==> src/rtl/spi_slave_gen.sv <==
// spi_slave_gen: parametrised SPI slave that deserialises command frames and serialises read data
// Ports: clk, rst (async, active-high)
//        SS_n, MOSI, MISO      - serial link, SS_n low frames a transfer
//        tx_valid, tx_data     - read data offered by the back end
//        rx_valid, rx_data     - one-cycle pulse with received {opcode, data}
//        have_addr             - read address received, read data still pending
//        busy, frame_err       - FSM active; pulse on abort or tx_valid timeout
module spi_slave_gen #(
    parameter int DATA_W     = 8,
    parameter bit LSB_FIRST  = 0,
    parameter int TX_TIMEOUT = 16
) (
    input  logic              clk,
    input  logic              rst,
    input  logic              SS_n,
    input  logic              MOSI,
    input  logic              tx_valid,
    input  logic [DATA_W-1:0] tx_data,
    output logic              MISO,
    output logic              rx_valid,
    output logic [DATA_W+1:0] rx_data,
    output logic              have_addr,
    output logic              busy,
    output logic              frame_err
);
    localparam int RW = DATA_W + 2;
    localparam int CW = $clog2(RW) + 1;
    localparam int TW = $clog2(TX_TIMEOUT + 1) + 1;
    typedef enum logic [2:0] {IDLE, CHK_CMD, WRITE, READ_ADD, READ_DATA, TX_WAIT, TX_SHIFT, DONE} state_t;
    state_t            state;
    logic [RW-1:0]     rx_sr;
    logic [DATA_W-1:0] tx_sr;
    logic [CW-1:0]     cnt;
    logic [TW-1:0]     tcnt;
    logic [RW-1:0]     rx_next;
    logic [DATA_W-1:0] ld_next;
    logic [DATA_W-1:0] sh_next;
    logic              ld_bit;
    logic              sh_bit;
    logic              rx_last;
    logic              tx_last;
    logic              timed_out;
    assign rx_next   = LSB_FIRST ? {MOSI, rx_sr[RW-1:1]} : {rx_sr[RW-2:0], MOSI};
    assign ld_bit    = LSB_FIRST ? tx_data[0] : tx_data[DATA_W-1];
    assign ld_next   = LSB_FIRST ? tx_data >> 1 : tx_data << 1;
    assign sh_bit    = LSB_FIRST ? tx_sr[0] : tx_sr[DATA_W-1];
    assign sh_next   = LSB_FIRST ? tx_sr >> 1 : tx_sr << 1;
    assign rx_last   = cnt == CW'(RW - 1);
    assign tx_last   = cnt == CW'(DATA_W);
    // TX_TIMEOUT = 0 disables the timeout entirely
    assign timed_out = (TX_TIMEOUT > 0) && (tcnt == TW'(TX_TIMEOUT - 1));
    assign busy      = state != IDLE;
    always_ff @(posedge clk or posedge rst) begin
        if (rst) begin
            state     <= IDLE;
            MISO      <= 1'b0;
            rx_valid  <= 1'b0;
            rx_data   <= '0;
            have_addr <= 1'b0;
            frame_err <= 1'b0;
            rx_sr     <= '0;
            tx_sr     <= '0;
            cnt       <= '0;
            tcnt      <= '0;
        end else begin
            rx_valid  <= 1'b0;
            frame_err <= 1'b0;
            if (state != IDLE && SS_n) begin
                // frame end; only a rise outside DONE is an abort
                state     <= IDLE;
                frame_err <= state != DONE;
                MISO      <= 1'b0;
                rx_sr     <= '0;
                cnt       <= '0;
                tcnt      <= '0;
            end else begin
                case (state)
                    IDLE: if (!SS_n) state <= CHK_CMD;
                    CHK_CMD: state <= !MOSI ? WRITE : have_addr ? READ_DATA : READ_ADD;
                    WRITE, READ_ADD, READ_DATA: begin
                        rx_sr <= rx_next;
                        cnt   <= cnt + 1'b1;
                        if (rx_last) begin
                            rx_data  <= rx_next;
                            rx_valid <= 1'b1;
                            cnt      <= '0;
                            if (state == READ_ADD) have_addr <= 1'b1;
                            state <= state == READ_DATA ? TX_WAIT : DONE;
                        end
                    end
                    TX_WAIT: begin
                        if (tx_valid) begin
                            // first bit goes out straight from tx_data so it appears the cycle after capture
                            MISO  <= ld_bit;
                            tx_sr <= ld_next;
                            cnt   <= CW'(1);
                            tcnt  <= '0;
                            state <= TX_SHIFT;
                        end else if (timed_out) begin
                            frame_err <= 1'b1;
                            tcnt      <= '0;
                            state     <= DONE;
                        end else begin
                            tcnt <= tcnt + 1'b1;
                        end
                    end
                    TX_SHIFT: begin
                        if (tx_last) begin
                            MISO      <= 1'b0;
                            have_addr <= 1'b0;
                            cnt       <= '0;
                            state     <= DONE;
                        end else begin
                            MISO  <= sh_bit;
                            tx_sr <= sh_next;
                            cnt   <= cnt + 1'b1;
                        end
                    end
                    default: MISO <= 1'b0;
                endcase
            end
        end
    end
endmodule
==> config.mk <==
export PLATFORM = sky130hd
export DESIGN_NAME = spi_slave_gen
export DESIGN_NICKNAME = d
export VERILOG_FILES = /design/src/rtl/spi_slave_gen.sv
export SDC_FILE = /design/constraint.sdc
export NUM_CORES = 1
export LEC_CHECK = 0
export ABC_AREA = 1
export CORE_AREA = 2 2 78 80
export DETAILED_ROUTE_END_ITERATION = 7
export DIE_AREA = 0 0 80 82
export HOLD_SLACK_MARGIN = 0.02
export PLACE_DENSITY = 0.63
export SLEW_MARGIN = 20
export SYNTH_ARGS = -nofsm -noshare
export SYNTH_HDL_FRONTEND = slang
export SYNTH_SLANG_ARGS = --single-unit
==> constraint.sdc <==
create_clock -name clk -period 2.4 [get_ports clk]
set_clock_uncertainty 0.2 [all_clocks]
set_input_delay 0.72 -clock clk [delete_from_list [all_inputs] [get_ports clk]]
set_output_delay 0.72 -clock clk [all_outputs]
set_load 0.02 [all_outputs]
==> flow_metrics.py <==
metrics = {
    "clock_tree": {
        "post_cts_buffers": 0,
        "h-tree-depth": 2,
        "cts_hold_buf": 0,
        "clk_latency_ns": 0.29,
        "cts_sinks": 44,
        "cts.root.buffer_cell": "clkbuf_8",
        "clock_path_buffers": 2,
        "numCtsBuffers": 5,
        "cts_resized": 1,
        "clkTransAtPathRegs_ns": 0.08,
        "cts_tree": "done",
    },
    "critical_path": {
        "start_kind": "flop",
        "cp.required_ns": 1.48,
        "ff2ff_setup_slack_ns": 0.55,
        "critPathBufInv": 1,
        "reg2reg_from": "state[0]$_DFFE_PP0P_",
        "crit_chain": "clkdlybuf4s50_1",
        "critPathArrivalTime_ns": 1.37,
        "startpoint": "have_addr$_DFFE_PP0P_",
        "crit_type": "flop to primary output",
        "r2r_end": "tx_sr[1]$_DFFE_PP0P_",
        "cp-end-kind": "primary output",
        "crit_family": "buffers and inverters",
        "slowest_stage": "clkdlybuf4s50_1",
        "crit_fanout": 5,
        "cpPeakStageDelay_ns": 0.63,
        "r2r_cells": 8,
    },
    "global_routing": {
        "grt_util_all_layers_pct": 15.7,
        "grt-ovfl-total": 0,
        "antenna_found_initial": 0,
        "first_global_vias": 1797,
        "grt_max_degree": 45,
        "grt_pass1_wl_mm": 8.09,
    },
    "floorplan": {
        "core_area_um2": 5750,
        "die-area_um2": 6560,
        "initial_core_util_pct": 40.6,
        "die_y_um": 82,
        "placementRows": 28,
        "die_w_um": 80,
        "io_pins": 28,
    },
    "run": {
        "cap_violations": 0,
    },
    "pwr": {
        "combPwrFrac_pct": 42.9,
        "power_leakage_uw": 0.00131,
        "internal-power_uw": 1620,
        "clockPowerShare_pct": 20.9,
        "power_uw": 2700,
        "p_sw_uw": 1080,
        "switching_share_pct": 39.9,
        "peakVddDrop_v": 0.000417,
        "p_per_area_nw_per_um2": 958,
        "seq_power_share_pct": 36.2,
    },
    "cells_and_area": {
        "num_antenna_cells": 0,
        "stdcell_count": 393,
        "drive_gt1_share_pct": 11.6,
        "nFillCells": 580,
        "multiInputGateArea_um2": 997,
        "fin_nets": 334,
        "area_growth_pct": 20.8,
        "ff_latch_area_um2": 1100,
    },
    "synthesis": {
        "synthDistinctLibCells": 27,
        "synth-edff-count": 0,
        "ys_ff_latch": 44,
        "synth_area_um2": 2330,
        "ys_warn_count": 0,
        "yosys-top-cells-area": "dfrtp_1 47%, nand2_1 12%, inv_1 6.1%, nand3_1 3.9%, o21ai_0 3.6%",
        "synthesis.instances": 283,
        "syn_nets": 300,
        "synth_common_cells": "75 x nand2_1, 44 x dfrtp_1, 38 x inv_1",
        "avgSynthCellArea_um2": 8.24,
        "yosysMostFrequentCell": "nand2_1",
        "ys.flop_type": "dfrtp_1",
        "synthArstFlopShare_pct": 100,
        "synth_top_area_share_pct": 47.2,
        "yosysSeqAreaShare_pct": 47.2,
        "synth_area_leader_cell": "dfrtp_1",
    },
    "timing": {
        "slew_headroom_pct": 77.7,
        "final_hold_viol_count": 0,
        "finalCriticalPeriod_ns": 2.29,
        "setup_viol": 0,
        "fin_tns_setup_ns": 0,
        "finalWorstSetupSlack_ns": 0.109,
        "post-route-period-util_pct": 95.5,
        "rsz0062_at_grt": "false",
        "max_freq_mhz": 436,
        "final_max_slew_viol_count": 0,
        "worstMarginPinSlew_ns": 0.333,
    },
    "min_path": {
        "hp-start": "rx_data[7]$_DFFE_PP0P_",
        "hold_path_class": "flop to flop",
        "min_to": "rx_data[7]$_DFFE_PP0P_",
        "holdPathStages": 2,
    },
    "route": {
        "wl_mm": 4.55,
        "drcViolationCount": 0,
        "ant_nets": 0,
        "wire_per_inst_um": 11.6,
        "first_pass_iters": 4,
        "vias": 1889,
        "drtIter0Drc": 87,
        "viasPerCell": 4.81,
    },
    "place": {
        "routabilityCongestion": 0.793,
        "placement.io_buffers": 27,
        "preCtsSetupSlack_ns": 0.100,
        "place_inst": 385,
        "hpwl_mm": 3.33,
    },
    "outcome": {
        "status": "completed",
    },
}
## power groups by stage
stage | combinational, uW | sequential (uW) | clock (uW)
5_1_grt | 1310 | 993 | 617
6_report | 1160 | 978 | 564
3_3_place_gp | 1150 | 990 | 0
3_5_place_dp | 1160 | 993 | 0
4_1_cts | 1160 | 979 | 586
2_1_floorplan | 874 | 1000 | 0
## worst max-delay path by stage
stage                     cells after the start  slack, ns                   end
after floorplan                               1       0.45      MISO$_DFFE_PP0P_
after global placement                        7       0.12  tx_sr[1]$_DFFE_PP0P_
after detailed placement                      7        0.1  tx_sr[1]$_DFFE_PP0P_
after CTS                                     1       0.09             have_addr
after global routing                          1       0.03             have_addr
final                                         1       0.11             have_addr
## flip-flops by register name, indices dropped and copies added (netlist names)
| register | cells |
|---|---|
| tcnt | 6 |
| cnt | 5 |
| frame_err | 1 |
| rx_valid | 1 |
| state | 3 |
| MISO | 1 |
| tx_sr | 7 |
| rx_sr | 9 |
| have_addr | 1 |
| rx_data | 10 |
## final cells by class
| cell class | count | area share [%] |
|---|---|---|
| flip-flops and latches | 44 | 39.1 |
| multi-input cells | 189 | 35.4 |
| repair buffers | 36 | 12.8 |
| inverters | 41 | 5.55 |
| well taps | 75 | 3.33 |
| clock buffers | 6 | 2.58 |
| clock inverters | 2 | 1.24 |
## through the flow
stage,hold slack [ns],area [um2],utilization (%)
final,0.296,2820,49.0
after floorplan,0.275,2330,-
after detailed placement,0.280,2710,47.2
after global routing,0.319,2820,49.0
after CTS,0.302,2820,49.0
after global placement,0.273,2710,47.2
## kinds of logic (layout without fill, tap and decap cells)
kind of cell               after synthesis  count (layout)  synth area share (%)
xor gates and xnor gates                 5               5                  1.88
DFF                                     44              44                  47.2
and+or+nand+nor                        130             130                  27.1
buffers and inverters                   50              85                  10.0
AOI/OAI and AO/OA                       50              50                  11.6
adders and majority gates                4               4                  2.15
## cell usage in the layout, fill, tap and decap left out, types with 7 or more instances in the layout
| master | count |
|---|---|
| nand2_1 | 75 |
| dfrtp_1 | 44 |
| inv_1 | 37 |
| clkdlybuf4s50_1 | 26 |
| nand3_1 | 18 |
| o21ai_0 | 17 |
| o21ai_1 | 14 |
| nor2_1 | 11 |
| o22ai_1 | 11 |
| buf_4 | 7 |
## metal layers
metal	vias to the layer above	share of wire (%)	routed length [um]	global-route usage, %
li1	978	-	-	-
met1	866	48	2200	20.4
met2	40	46	2120	26.8
met3	5	4.2	192	3.41
met4	0	0.90	41	3.56
met5	-	0	0	0
No activity file was read; power rests on OpenSTA's default activity.
